### config.mk
export PLATFORM = sky130hd
export DESIGN_NAME = ahb_lite_interconnect
export DESIGN_NICKNAME = d
export VERILOG_FILES = /design/src/rtl/ahb_lite_interconnect_pkg.sv /design/src/rtl/ahb_lite_interconnect_default_slave.sv /design/src/rtl/ahb_lite_interconnect.sv
export SDC_FILE = /design/constraint.sdc
export NUM_CORES = 1
export LEC_CHECK = 0
export ABC_AREA = 1
export ABC_CLOCK_PERIOD_IN_PS = 7200
export CAP_MARGIN = 30
export CORE_MARGIN = 4
export CORE_UTILIZATION = 40
export DETAILED_ROUTE_END_ITERATION = 10
export GPL_TIMING_DRIVEN = 0
export PLACE_DENSITY_LB_ADDON = 0.2
export SYNTH_ARGS = -nofsm -noshare
export SYNTH_HDL_FRONTEND = slang
export SYNTH_HIERARCHICAL = 1
export SYNTH_SLANG_ARGS = --single-unit
### constraint.sdc
create_clock -name HCLK -period 7.2 [get_ports HCLK]
set_input_delay 1.08 -clock HCLK [delete_from_list [all_inputs] [get_ports HCLK]]
set_output_delay 1.08 -clock HCLK [all_outputs]
set_load 0.01 [all_outputs]
### src/rtl/ahb_lite_interconnect_pkg.sv
// Shared AHB-Lite encodings, default address map and default-slave state codes
// used by the interconnect and its default slave.
package ahb_lite_interconnect_pkg;

    localparam logic [1:0] HTRANS_IDLE   = 2'b00;
    localparam logic [1:0] HTRANS_BUSY   = 2'b01;
    localparam logic [1:0] HTRANS_NONSEQ = 2'b10;
    localparam logic [1:0] HTRANS_SEQ    = 2'b11;

    localparam logic HRESP_OKAY  = 1'b0;
    localparam logic HRESP_ERROR = 1'b1;

    localparam logic [31:0] NOMAP_DATA_DEFAULT = 32'hDEADBEEF;

    // Slot order: 0 rom, 1 ram, 2 gpio, 3 uart.
    localparam logic [127:0] DEFAULT_BASE_ADDRS =
        {32'h51000000, 32'h50000000, 32'h20000000, 32'h00000000};
    localparam logic [127:0] DEFAULT_ADDR_MASKS = {4{32'hFF000000}};

    localparam logic [1:0] StIdle = 2'd0;
    localparam logic [1:0] StErr1 = 2'd1;
    localparam logic [1:0] StErr2 = 2'd2;

    function automatic logic trans_active(input logic [1:0] htrans);
        return (htrans == HTRANS_NONSEQ) || (htrans == HTRANS_SEQ);
    endfunction

endpackage

### src/rtl/ahb_lite_interconnect_default_slave.sv
// Default slave: answers active transfers to unmapped addresses with the
// two-cycle AHB ERROR response.
module ahb_lite_interconnect_default_slave
    import ahb_lite_interconnect_pkg::*;
(
    input  logic clk_i,
    input  logic rst_i,
    input  logic start_i,
    output logic hreadyout_o,
    output logic hresp_o
);

    logic [1:0] state_q, state_d;

    always_comb begin
        state_d = state_q;
        unique case (state_q)
            StIdle:  if (start_i) state_d = StErr1;
            StErr1:  state_d = StErr2;
            StErr2:  state_d = start_i ? StErr1 : StIdle;
            default: state_d = StIdle;
        endcase
    end

    always_ff @(posedge clk_i or posedge rst_i) begin
        if (rst_i) begin
            state_q <= StIdle;
        end else begin
            state_q <= state_d;
        end
    end

    assign hreadyout_o = (state_q != StErr1);
    assign hresp_o     = (state_q == StIdle) ? HRESP_OKAY : HRESP_ERROR;

endmodule

### src/rtl/ahb_lite_interconnect.sv
// AHB-Lite decoder and response mux with a built-in default slave and
// bus-error capture (address, saturating count, one-cycle interrupt pulse).
module ahb_lite_interconnect
    import ahb_lite_interconnect_pkg::*;
#(
    parameter int unsigned             NSLAVES    = 4,
    parameter logic [NSLAVES*32-1:0]   BASE_ADDRS = DEFAULT_BASE_ADDRS,
    parameter logic [NSLAVES*32-1:0]   ADDR_MASKS = DEFAULT_ADDR_MASKS,
    parameter logic [31:0]             NOMAP_DATA = NOMAP_DATA_DEFAULT,
    parameter int unsigned             ERRCNT_W   = 8
) (
    input  logic                    HCLK,
    input  logic                    resetHW,
    input  logic [31:0]             HADDR,
    input  logic [1:0]              HTRANS,
    output logic [NSLAVES-1:0]      HSEL,
    input  logic [NSLAVES*32-1:0]   HRDATA_S,
    input  logic [NSLAVES-1:0]      HREADYOUT_S,
    input  logic [NSLAVES-1:0]      HRESP_S,
    output logic [31:0]             HRDATA,
    output logic                    HREADY,
    output logic                    HRESP,
    input  logic                    err_clear,
    output logic [31:0]             err_addr,
    output logic [ERRCNT_W-1:0]     err_count,
    output logic                    err_irq
);

    localparam int unsigned IDXW = (NSLAVES > 1) ? $clog2(NSLAVES) : 1;

    logic [NSLAVES-1:0] match;
    logic [31:0]        rdata_s [NSLAVES];
    logic               hit;
    logic [IDXW-1:0]    hit_idx;

    for (genvar g = 0; g < NSLAVES; g++) begin : g_dec
        assign match[g]   = (HADDR & ADDR_MASKS[32*g +: 32]) == BASE_ADDRS[32*g +: 32];
        assign rdata_s[g] = HRDATA_S[32*g +: 32];
    end

    // Lowest index wins so HSEL stays one-hot when windows overlap.
    always_comb begin
        HSEL    = '0;
        hit     = 1'b0;
        hit_idx = '0;
        for (int i = 0; i < NSLAVES; i++) begin
            if (match[i] && !hit) begin
                hit     = 1'b1;
                hit_idx = IDXW'(i);
                HSEL[i] = 1'b1;
            end
        end
    end

    logic            own_slave_q;
    logic [IDXW-1:0] owner_q;
    logic [31:0]     addr_q;

    always_ff @(posedge HCLK or posedge resetHW) begin
        if (resetHW) begin
            own_slave_q <= 1'b0;
            owner_q     <= '0;
            addr_q      <= '0;
        end else if (HREADY) begin
            own_slave_q <= hit;
            owner_q     <= hit_idx;
            addr_q      <= HADDR;
        end
    end

    logic ds_start, ds_hreadyout, ds_hresp;

    assign ds_start = HREADY && !hit && trans_active(HTRANS);

    ahb_lite_interconnect_default_slave u_default_slave (
        .clk_i       (HCLK),
        .rst_i       (resetHW),
        .start_i     (ds_start),
        .hreadyout_o (ds_hreadyout),
        .hresp_o     (ds_hresp)
    );

    always_comb begin
        HRDATA = NOMAP_DATA;
        HREADY = ds_hreadyout;
        HRESP  = ds_hresp;
        if (own_slave_q) begin
            HRDATA = rdata_s[owner_q];
            HREADY = HREADYOUT_S[owner_q];
            HRESP  = HRESP_S[owner_q];
        end
    end

    // err_seen_q masks repeat counting if a slave stretches its first error cycle.
    logic                err_seen_q, err_event;
    logic [31:0]         err_addr_q;
    logic [ERRCNT_W-1:0] err_count_q, err_count_d;
    logic                err_irq_q;

    assign err_event = HRESP && !HREADY && !err_seen_q;

    always_comb begin
        err_count_d = err_count_q;
        if (err_clear) begin
            err_count_d = err_event ? ERRCNT_W'(1) : '0;
        end else if (err_event && !(&err_count_q)) begin
            err_count_d = err_count_q + ERRCNT_W'(1);
        end
    end

    always_ff @(posedge HCLK or posedge resetHW) begin
        if (resetHW) begin
            err_seen_q  <= 1'b0;
            err_addr_q  <= '0;
            err_count_q <= '0;
            err_irq_q   <= 1'b0;
        end else begin
            err_seen_q  <= HRESP && !HREADY;
            err_count_q <= err_count_d;
            err_irq_q   <= err_event;
            if (err_event) begin
                err_addr_q <= addr_q;
            end
        end
    end

    assign err_addr  = err_addr_q;
    assign err_count = err_count_q;
    assign err_irq   = err_irq_q;

endmodule
# [Word level (Yosys, flattened, before mapping)]
# Cells that the tools add are included.
[totals] latch_bits=0 word_cells=68 out_inout_bits=79 mem_bits_ro=0 in_bits=173 mem_bits_rw=0 n_memories=0 regBits=79
[op_classes] n_eq_ne=9 mul=0 n_addsub=1 shifts=0 magnitude_cmp=2 bitwise_logic=1 div_mod_pow=0 reduce_logical=20 mux=27
[op_table] operator="$mux W32" count=3
[op_table] operator="$bmux W32 S2" count=1
[op_table] operator="$logic_not A32 Y1" count=1
[op_table] operator="$eq A8 B7 Y1 const B" count=2
[op_table] operator="$mux W8" count=2
[op_table] operator="$mux W1" count=15
[op_table] operator="$add A8 B1 Y8 const B" count=1
[op_table] operator="$eq A8 B6 Y1 const B" count=1
[op_table] operator="$logic_and A1 B1 Y1" count=8
[op_table] operator="$reduce_and A8 Y1" count=1
[op_table] operator="$logic_not A1 Y1" count=7
[op_table] operator="$eq A2 B2 Y1 const B" count=3
[op_table] operator="$mux W2" count=3
[op_table] operator="$pmux W2 S3" count=1
[op_table] operator="$bmux W1 S2" count=2
[op_table] operator="$ne A2 B1 Y1 const B" count=2
[op_table] operator="$ge A3 B3 Y1 const B" count=1
[op_table] operator="$lt A2 B3 Y1 const B" count=1
[op_table] operator="$not A2 Y3" count=1
[op_table] operator="$eq A2 B1 Y1 const B" count=1
[op_table] operator="$logic_not A2 Y1" count=1
[op_table] operator="$reduce_bool A2 Y1" count=1
[op_table] operator="$logic_or A1 B1 Y1" count=1

# [Depth between registers and ports, before layout]
# Gate-level depths: netlist (run 1).
[logic_depth] ltp_word=16 mapped_depth=12 depth_no_buf=10

# [Cells and area by module]
# Netlist (run 1), hierarchy kept.
[modules_own_cells] mod="ahb_lite_interconnect" area_each_um2=4351.7 seq_area_each_um2=1926.8 n_inst=1 cells_per_inst=617
[modules_own_cells] mod="ahb_lite_interconnect_default_slave" area_each_um2=82.6 seq_area_each_um2=50.0 n_inst=1 cells_per_inst=10

# [Least setup slack after synthesis (run 1)]
# Ideal clock, no wire load.
[synth_path] kind="in2out" start="input port HADDR[27]" end="output port HSEL[1]" setup_slack_ns=4.051 n_path_buf=0 arrival_time_ns=2.069 cell_stages=7 required_ns=6.120 cell_sequence="inv_1 nand2_1 nor2_1 nand2_1 nor3_1 nor2_1 nor2_1"
[synth_via] elab_chain_len=5 elab_cells_between_ends=6 cone_classes="eq/ne (1); mux (2); reduce/logical (3)"
[synth_rtl] item="start, declared" line_no="ahb_lite_interconnect.sv:14" text="input logic [31:0] HADDR,"
[synth_rtl] item="$logic_not A32 Y1" line_no="ahb_lite_interconnect.sv:37" text="assign match[g] = (HADDR & ADDR_MASKS[32*g +: 32]) == BASE_ADDRS[32*g +: 32];"
[synth_rtl] item="$mux W1"
[synth_rtl] item="net HSEL[0]" line_no="ahb_lite_interconnect.sv:16" text="output logic [NSLAVES-1:0] HSEL,"
[synth_rtl] item="$logic_not A1 Y1" line_no="ahb_lite_interconnect.sv:47" text="if (match[i] && !hit) begin"
[synth_rtl] item="$logic_and A1 B1 Y1" line_no="ahb_lite_interconnect.sv:47"
[synth_rtl] item="$mux W1" line_no="ahb_lite_interconnect.sv:47"
[synth_rtl] item="end, declared" line_no="ahb_lite_interconnect.sv:16"
# The timed path passes the listed nets, and every way through them passes these cells.

# [Worst setup path in the final report (run 1)]
[layout_path] start="input port HADDR[27]" end="output port HSEL[1]"
[layout_via] elab_chain_len=5 elab_cells_between_ends=6 cone_classes="eq/ne (1); mux (2); reduce/logical (3)"
[layout_rtl] item="$logic_not A32 Y1" line_no="ahb_lite_interconnect.sv:37"
[layout_rtl] item="$mux W1" line_no="ahb_lite_interconnect.sv:47"
[layout_rtl] item="$logic_not A1 Y1" line_no="ahb_lite_interconnect.sv:47"
[layout_rtl] item="$logic_and A1 B1 Y1 *" line_no="ahb_lite_interconnect.sv:47"
[layout_rtl] item="$mux W1 *" line_no="ahb_lite_interconnect.sv:47"
# Every way passes the cells marked *; elsewhere a longest branch is shown, timed or not.

==> run metrics, run 1 <==
status completed; CP max stage delay ~0.57 ns; synth-to-layout area growth 66.0%; Worst setup EP type output port; DRC viols 0; Worst Reg-to-Reg Cells 8; crit-path cells clkdlybuf4s50_1 -> inv_1 -> nand2_1 -> nor2_1 -> nand2_1 -> nor3_1 -> nor2_1 -> nor2_1 -> clkdlybuf4s50_1; Reg-to-Reg End err_count[7]; cell area power density about 330 mW/mm^2; most frequent cells in the layout clkdlybuf4s50_1 (250), nand2_1 (194), nor2_1 (141); hold-fix buffers at CTS 0; area of the multi-input gates approximately 0.0021 mm^2; Main synth FF type dfrtp_1; Internal about 0.0014 W; post_cts resized 0; met3 WL approximately 1.4 mm; Post-Syn Area ~0.0044 mm^2; CP max stage cell clkdlybuf4s50_1; Via density around 5; Final Hold Viols 0; post-CTS setup buffer count 0; Overflow after GRT 0; number of core rows 38; IO Pins approximately 250; clk root buf clkbuf_8; via count 5,256; layout cells sized above 1 around 6.7%; routed metal-1 wire length between 6 and 7 mm; max-cap viol count 0; commonest non-fill, non-tap cell in the layout clkdlybuf4s50_1; sw frac around two fifths; DP HPWL 13.2 mm; Worst Path Buf+Inv 3; final net count about 1.1k; Post-synth EDFFs 0; Starting Density about two fifths; Worst Hold End u_default_slave/state_q[1]; largest net degree at the start of global routing 45; routed len/inst 16.2 um; Sum Neg Setup Slack 0 ns; crit path max fanout 3; leakage power approximately 3.4 nW; n_diodes 0; Yosys top cell by area dfrtp_1; setup violators final 0; Sequential Area 0.00198 mm^2; clk buf depth 2; Clk Latency, worst-skew pair approximately 0.35 ns; Min Clock Period, post-route slightly above 4 ns; fmax around 250 MHz; Final Util around 68%; CTS clk-pin slew, worst paths 0.09 ns; wire length on met2 approximately 8.2 mm; WS Path Type input port to output port; Seq/Total Area, Yosys between 40% and 50%; Cell variety after synth 30; Die ar. ~0.013 mm^2; CP most frequent cell nor2_1; core area roughly 0.011 mm^2; Global Route Usage Sum 26.4%; Crit path max-delay family buffers and inverters; initial antenna violation count 0; Syn Inst Count roughly 630; VDD IR max 0.199 mV; largest cells by area after synthesis dfrtp_1 (45%), nand2_1 (16%), nor2_1 (12%); antenna violation net count after detailed routing 0; part of the power in the clock network approximately 16%; number of synthesized register bits between 70 and 80; H-tree levels 3; vias in the first global route between 5k and 6k; actual slew at the worst max-slew pin just over 0.6 ns; worst hold path type flip-flop to flip-flop; Synth Warn # 6; clk sink count roughly 80; Worst R2R Setup Slack around 5.5 ns; post-synth top area share around 45%; die extent in y 113 um; Fillers 893; power share of the combinational group a little over half; routability cong. 0.967; post-synthesis async set-or-reset flop share between 90% and 100%; drt first pass iters 5; Post-Route WL about 17 mm; Syn Nets between 800 and 900; IO buf count 250; TritonCTS clock tree yes; arrival time at the worst endpoint 2.97 ns; final period utilization 56.2%; width of the die between 100 and 150 um; critical path startpoint category input port; TritonCTS Buffers 9; Avg Cell Area, Syn 7.07 um^2; first-pass GRT wire length between 20 and 30 mm; initial drt markers a little over 400; Crit path required time 6.12 ns; min-delay src u_default_slave/state_q[1]; clk_skew 0.00928 ns; top sig layer met4; hold path cells 1; Sequential Power Share a little under a third; worst reg2reg startpoint err_count[0]; sw power 0.000981 W; slew margin rel. about 58%; RSZ-0062 raised after global routing no; Slew Limit Fails 0
[flip-flops by register name, summed over array words and instances, names as in the netlist]
signal                   flops
err_addr                    32
addr_q                      32
err_irq                      1
own_slave_q                  1
err_seen_q                   1
err_count                    8
u_default_slave/state_q      2
owner_q                      2
[cell usage after synthesis, types with 3 or more instances]
cell type and number:
nand2_1 194, nor2_1 141, dfrtp_1 79, o21ai_0 58, inv_1 31, o311ai_0 24, buf_2 18, nand3_1 18
a21oi_1 15, clkbuf_1 12, buf_4 5, inv_2 4, nand4_1 4, buf_6 3
[final cells by class]
class                      instances  area share [%]
buffer                            39            2.86
multi-input combinational        472            28.6
timing repair buffer             251            34.3
inverter                          37            1.99
tap                              140            2.38
sequential                        79            26.9
clock buffer                       9            1.68
clock inverter                     7            1.39
[logic make-up after synthesis]
| group | share of synthesized area, % |
|---|---|
| AOI/OAI and AO/OA | 13.3 |
| and+or+nand+nor | 33.4 |
| adders and majority gates | 0.282 |
| xor gates and xnor gates | 0.395 |
| buffers and inverters | 7.99 |
| DFF | 44.6 |
[layer usage]
layer  GRT usage [%]  vias up
met5               0        -
met4            8.97        0
met3            6.95       41
met2            45.0      236
met1            32.5     2441
li1                -     2538
[per-stage QoR]
step,total power [W],hold slack [ns],cells,worst slack (ns),area (um^2)
3_3_place_gp,0.00199,0.421,1017,2.94,7110
3_5_place_dp,0.00202,0.452,1018,3.14,7130
2_1_floorplan,0.00142,0.412,627,4.05,4430
4_1_cts,0.00241,0.461,1034,3.14,7360
6_report,0.00239,0.452,1034,3.15,7360
5_1_grt,0.00259,0.470,1034,2.94,7360
[worst max-delay path by stage]
stage | from | to | slack (ns) | depth (start not counted)
after floorplan | HADDR[27] | HSEL[1] | 4.05 | 7
after global placement | resetHW | err_addr[6] | 2.94 | 2
after detailed placement | HADDR[27] | HSEL[1] | 3.14 | 9
after CTS | HADDR[27] | HSEL[1] | 3.14 | 9
after global routing | HADDR[26] | HSEL[1] | 2.94 | 9
final | HADDR[27] | HSEL[1] | 3.15 | 9
[power by group through the flow]
stage               Sequential (W)  Clock, W  Combinational (W)
floorplan                 0.000762         0           0.000655
detailed placement        0.000741         0            0.00128
global placement          0.000736         0            0.00125
finish                    0.000737  0.000377            0.00128
CTS                       0.000737  0.000383            0.00129
global route              0.000761  0.000406            0.00142
Power figures use the tool's default switching activity.
==> run 2: changes to the inputs <==
ABC_CLOCK_PERIOD_IN_PS = 3900   (was 7200)
CORE_UTILIZATION = 39   (was 40)
clock period = 3.9 ns   (was 7.2 ns; I/O delays follow)
==> run 2 against run 1 <==
  * Flip-flop and latch count unchanged
  * Critical path type is now flip-flop to output port
  * Routed wire length is 2.0% higher
  * Non-clock buffer count is the same
==> run metrics, run 2 (synthesis gave the netlist of run 1 again) <==
crit-path cells buf_4 -> inv_2 -> buf_2 -> buf_2 -> nor2_1 -> o311ai_0 -> clkdlybuf4s50_1; Internal about 0.0027 W; Sequential Power Share 29.8%; placed cell area 0.00714 mm^2; power share of the combinational group about half; post-route insts no fill 1,034; via count 5,203; post_cts resized 0; Sum Neg Setup Slack 0 ns; Min Clock Period, post-route 3.14 ns; CP max stage cell clkdlybuf4s50_1; width of the die about 110 um; IO buf count 250; cell area power density 616 mW/mm^2; sw power approximately 0.0018 W; largest net degree at the start of global routing between 70 and 80; crit path max fanout 10; clk buf depth 2; DP HPWL 13.4 mm; area of the multi-input gates 0.00210 mm^2; clk root buf clkbuf_16; Overflow after GRT 0; TritonCTS Buffers 9; vias in the first global route approximately 5.2k; Global Route Usage Sum between 20% and 30%; H-tree levels 3; routability cong. roughly 0.95; CTS clk-pin slew, worst paths about 0.06 ns; status completed; Via density between 5 and 6; max-cap viol count 0; hold-fix buffers at CTS 0; Crit path required time between 3 and 4 ns; Final Hold Viols 0; arrival time at the worst endpoint ~2.6 ns; Post-Route WL 17.1 mm; initial antenna violation count 0; commonest non-fill, non-tap cell in the layout clkdlybuf4s50_1; RSZ-0062 raised after global routing no; DP Cell Count 1,018; synth-to-layout area growth 67.9%; clk_skew approximately 0.0097 ns; initial drt markers between 300 and 400; clk sink count 79; slew margin rel. between 60% and 70%; n_diodes 0; drt first pass iters 5; layout cells sized above 1 approximately 6.7%; routed len/inst between 15 and 20 um; final net count roughly 1.1k; IO Pins between 200 and 300; actual slew at the worst max-slew pin about 0.54 ns; Slew Limit Fails 0; Die ar. around 0.013 mm^2; CP most frequent cell buf_2; DRC viols 0; TritonCTS clock tree yes; WS Path Type flip-flop to output port; most frequent cells in the layout clkdlybuf4s50_1 (250), nand2_1 (194), nor2_1 (141); setup violators final 0; post-CTS setup buffer count 0; Clk Latency, worst-skew pair between 0.3 and 0.4 ns; antenna violation net count after detailed routing 0; worst hold path type flip-flop to flip-flop; part of the power in the clock network 18.4%; leakage power between 3 and 4 nW; die extent in y between 100 and 150 um; Starting Density between 40% and 50%; critical path startpoint category flip-flop; CP max stage delay approximately 0.64 ns; VDD IR max ~0.43 mV; final period utilization approximately four fifths; sw frac between 40% and 50%; fmax about 320 MHz; finished layout cell area 0.00744 mm^2; core area approximately 0.011 mm^2; first-pass GRT wire length 26.3 mm; Worst setup EP type output port; Fillers ~940; Sequential Area between 0.0015 and 0.002 mm^2; number of core rows 38
==> run 2: worst paths after layout <==
path | startpoint | end | slack [ns] | depth (start not counted)
setup / recovery | owner_q[0] | HRDATA[26] | 0.76 | 7
hold / removal | u_default_slave/state_q[1] | u_default_slave/state_q[1] | 0.44 | 1
setup reg to reg | err_count[0] | err_count[6] | 2.12 | 8
hold reg to reg | u_default_slave/state_q[1] | u_default_slave/state_q[1] | 0.44 | 1
max in group asynchronous | resetHW | err_addr[24] | 2.81 | 3
min in group asynchronous | resetHW | u_default_slave/state_q[0] | 0.54 | 2
==> run 2: per-stage QoR <==
step	setup WS (ns)	hold slack, ns	power (W)	utilization [%]
2_1_floorplan	1.35	0.326	0.00261	-
3_5_place_dp	0.860	0.432	0.00374	65.0
3_3_place_gp	0.116	0.423	0.00368	64.8
5_1_grt	0.648	0.454	0.00492	67.8
4_1_cts	0.776	0.442	0.00462	67.8
6_report	0.756	0.441	0.00459	67.8
==> run 2: area by class of cell <==
type	instances	area share (%)
multi-input cells	472	28.3
inverters	37	1.97
clock inverters	7	1.04
plain buffers	39	2.82
flip-flops and latches	79	26.6
well taps	140	2.35
repair buffers	251	34.0
clock buffers	9	3.03
==> run 2: routing by layer <==
layer / global-route usage [%] / up-vias / wire (um) / part of all wire (%)
li1: - / 2530 / - / -
met1: 30.2 / 2395 / 6960 / 41
met5: 0 / - / 0 / 0
met4: 10.2 / 0 / 596 / 3.5
met3: 5.81 / 39 / 1410 / 8.2
met2: 44.2 / 239 / 8150 / 48
==> run 2: power groups by stage <==
stage / sequential, W / clock (W) / combinational [W]
floorplan: 0.00141 / 0 / 0.00121
CTS: 0.00136 / 0.000861 / 0.00239
global placement: 0.00136 / 0 / 0.00233
global route: 0.00141 / 0.000895 / 0.00262
detailed placement: 0.00137 / 0 / 0.00237
finish: 0.00136 / 0.000844 / 0.00238
==> run 2: worst max-delay path: cells and delay by family, from the launching register on <==
family,cells,cell delay (ns)
buffers and inverters,5,1.36
AOI/OAI and AO/OA,1,0.45
DFF,1,0.36
and+or+nand+nor,1,0.06
==> run 3: changes to the inputs <==
ABC_CLOCK_PERIOD_IN_PS = 2600   (was 3900)
CORE_UTILIZATION = 35   (was 39)
clock period = 2.6 ns   (was 3.9 ns; I/O delays follow)
==> run 3 against run 2 <==
  * Flip-flop and latch count unchanged
  * Highest routed layer unchanged
  * Critical path depth grew 2
  * Design area rose by 1.2%
  * Setup slack worse by 0.60 ns
  * Combinational power grew 47%
  * Total power up 51%
  * Sequential share of layout area decreased by 0.30 points
  * Critical path type unchanged
==> run metrics, run 3 (synthesis gave the netlist of run 1 again) <==
H-tree levels 3; RSZ-0062 raised after global routing no; VDD IR max between 0.5 and 0.6 mV; crit path max fanout 10; largest net degree at the start of global routing between 60 and 70; WS Path Type flip-flop to output port; Worst setup EP type output port; initial drt markers about 330; cell area power density 919 mW/mm^2; CTS clk-pin slew, worst paths around 0.06 ns; IO buf count 250; met1 Use GR 29.2%; antenna violation net count after detailed routing 0; Sum Neg Setup Slack 0 ns; critical path startpoint category flip-flop; Clk Latency, worst-skew pair around 0.33 ns; Via density 4.87; Post-Route WL 17.3 mm; Min Clock Period, post-route around 2.4 ns; synth-to-layout area growth 69.8%; actual slew at the worst max-slew pin approximately 0.47 ns; max-cap viol count 0; via count 5,168; Overflow after GRT 0; most frequent cells in the layout clkdlybuf4s50_1 (217), nand2_1 (194), nor2_1 (140); routed len/inst approximately 16 um; arrival time at the worst endpoint just over 2 ns; die extent in y 121 um; final net count around 1.1k; number of core rows 40; Final Util 61.7%; Slew Limit Fails 0; drt first pass iters 5; core area between 0.01 and 0.015 mm^2; Global Route Usage Sum between 20% and 30%; clk sink count 79; clk root buf clkbuf_16; hold-fix buffers at CTS 0; DP Cell Count between 1k and 1.5k; vias in the first global route ~5.3k; TritonCTS clock tree yes; fmax ~400 MHz; post-CTS setup buffer count 0; sw power 0.00274 W; IO Pins 252; Crit path required time roughly 2.2 ns; initial antenna violation count 1; Worst Reg-to-Reg Cells 8; commonest non-fill, non-tap cell in the layout clkdlybuf4s50_1; first-pass GRT wire length between 20 and 30 mm; power share of the combinational group between 50 and 60%; Starting Density a little over a third; M3 GR Usage approximately 6.5%; DRC viols 0; DP HPWL approximately 14 mm; TritonCTS Buffers 9; GRT Max-Usage Layer met2; grt met2 use 39.9%; Fillers 1,117; routability cong. about 0.91; clk buf depth 2; layout cells sized above 1 between 7 and 8%; Internal roughly 0.0042 W; Sequential Power Share ~30%; final period utilization 93.9%; status completed; part of the power in the clock network a little under 20%; post-route insts no fill about 1.1k; Die ar. approximately 0.015 mm^2; setup violators final 0; Final Hold Viols 0; leakage power between 3 and 4 nW; Power, Total roughly 0.007 W; clk_skew 0.00786 ns; sw frac roughly 40%; slew margin rel. ~69%; width of the die roughly 120 um; worst hold path type input port to async pin
[run 3: cell types whose count changed in the layout (fill, tap and decap cells not counted), sizes merged, moves of 2 or more]
| cell | before | now |
|---|---|---|
| dlymetal6s2s | 0 | 7 |
| dlygate4sd2 | 0 | 26 |
| clkinv | 3 | 1 |
| buf | 28 | 26 |
| clkdlybuf4s50 | 250 | 217 |
| clkbuf | 21 | 24 |
[run 3: layer usage]
| metal | share of wire, % | vias up |
|---|---|---|
| met5 | 0 | - |
| met4 | 3.2 | 0 |
| met3 | 7.5 | 32 |
| met2 | 47 | 199 |
| met1 | 42 | 2398 |
| li1 | - | 2539 |
[run 3: worst paths after layout]
path / from / slack [ns] / endpoint
worst max-delay path: owner_q[0] / 0.16 / HRDATA[27]
worst min-delay path: resetHW / 0.31 / u_default_slave/state_q[1]
worst max register to register: err_count[0] / 0.82 / err_count[7]
worst min register to register: u_default_slave/state_q[1] / 0.43 / u_default_slave/state_q[1]
max in group asynchronous: resetHW / 1.68 / owner_q[1]
min in group HCLK: u_default_slave/state_q[1] / 0.43 / u_default_slave/state_q[1]
[run 3: layout make-up]
class	instances	area [um^2]	area share (%)
diodes	1	2.50	0.0332
plain buffers	38	234	3.11
clock buffers	11	243	3.22
clock inverters	5	86.3	1.15
inverters	37	148	1.96
multi-input cells	472	2120	28.1
flip-flops and latches	79	1980	26.3
well taps	168	210	2.79
repair buffers	251	2510	33.4
[run 3: worst max-delay path: stages, from the launching register on]
cell,delay (ns)
dfrtp_1,0.36
buf_4,0.16
inv_2,0.08
buf_4,0.17
buf_2,0.25
nor2_1,0.07
nor2_1,0.10
o21ai_0,0.11
o311ai_0,0.11
dlygate4sd2_1,0.33
[run 3: power by group through the flow]
stage | combinational (W) | sequential [W] | clock [W]
2_1_floorplan | 0.00181 | 0.00211 | 0
3_3_place_gp | 0.00349 | 0.00204 | 0
5_1_grt | 0.00389 | 0.00211 | 0.00147
6_report | 0.00350 | 0.00205 | 0.00138
4_1_cts | 0.00353 | 0.00205 | 0.00140
3_5_place_dp | 0.00357 | 0.00205 | 0
[run 3: through the flow]
stage / hold slack (ns) / area [um^2] / setup WS (ns)
after floorplan: 0.131 / 4430 / 0.243
after global placement: 0.422 / 7150 / -1.00
after detailed placement: 0.422 / 7180 / -0.147
after CTS: 0.306 / 7500 / 0.00399
after global routing: 0.327 / 7530 / 0.00165
final: 0.307 / 7530 / 0.159
[run 3: timing repair]
item | CTS | global route
resized for setup | 38 | 19
setup endpoints to repair | 34 | 16
pin swaps | 1 | 0
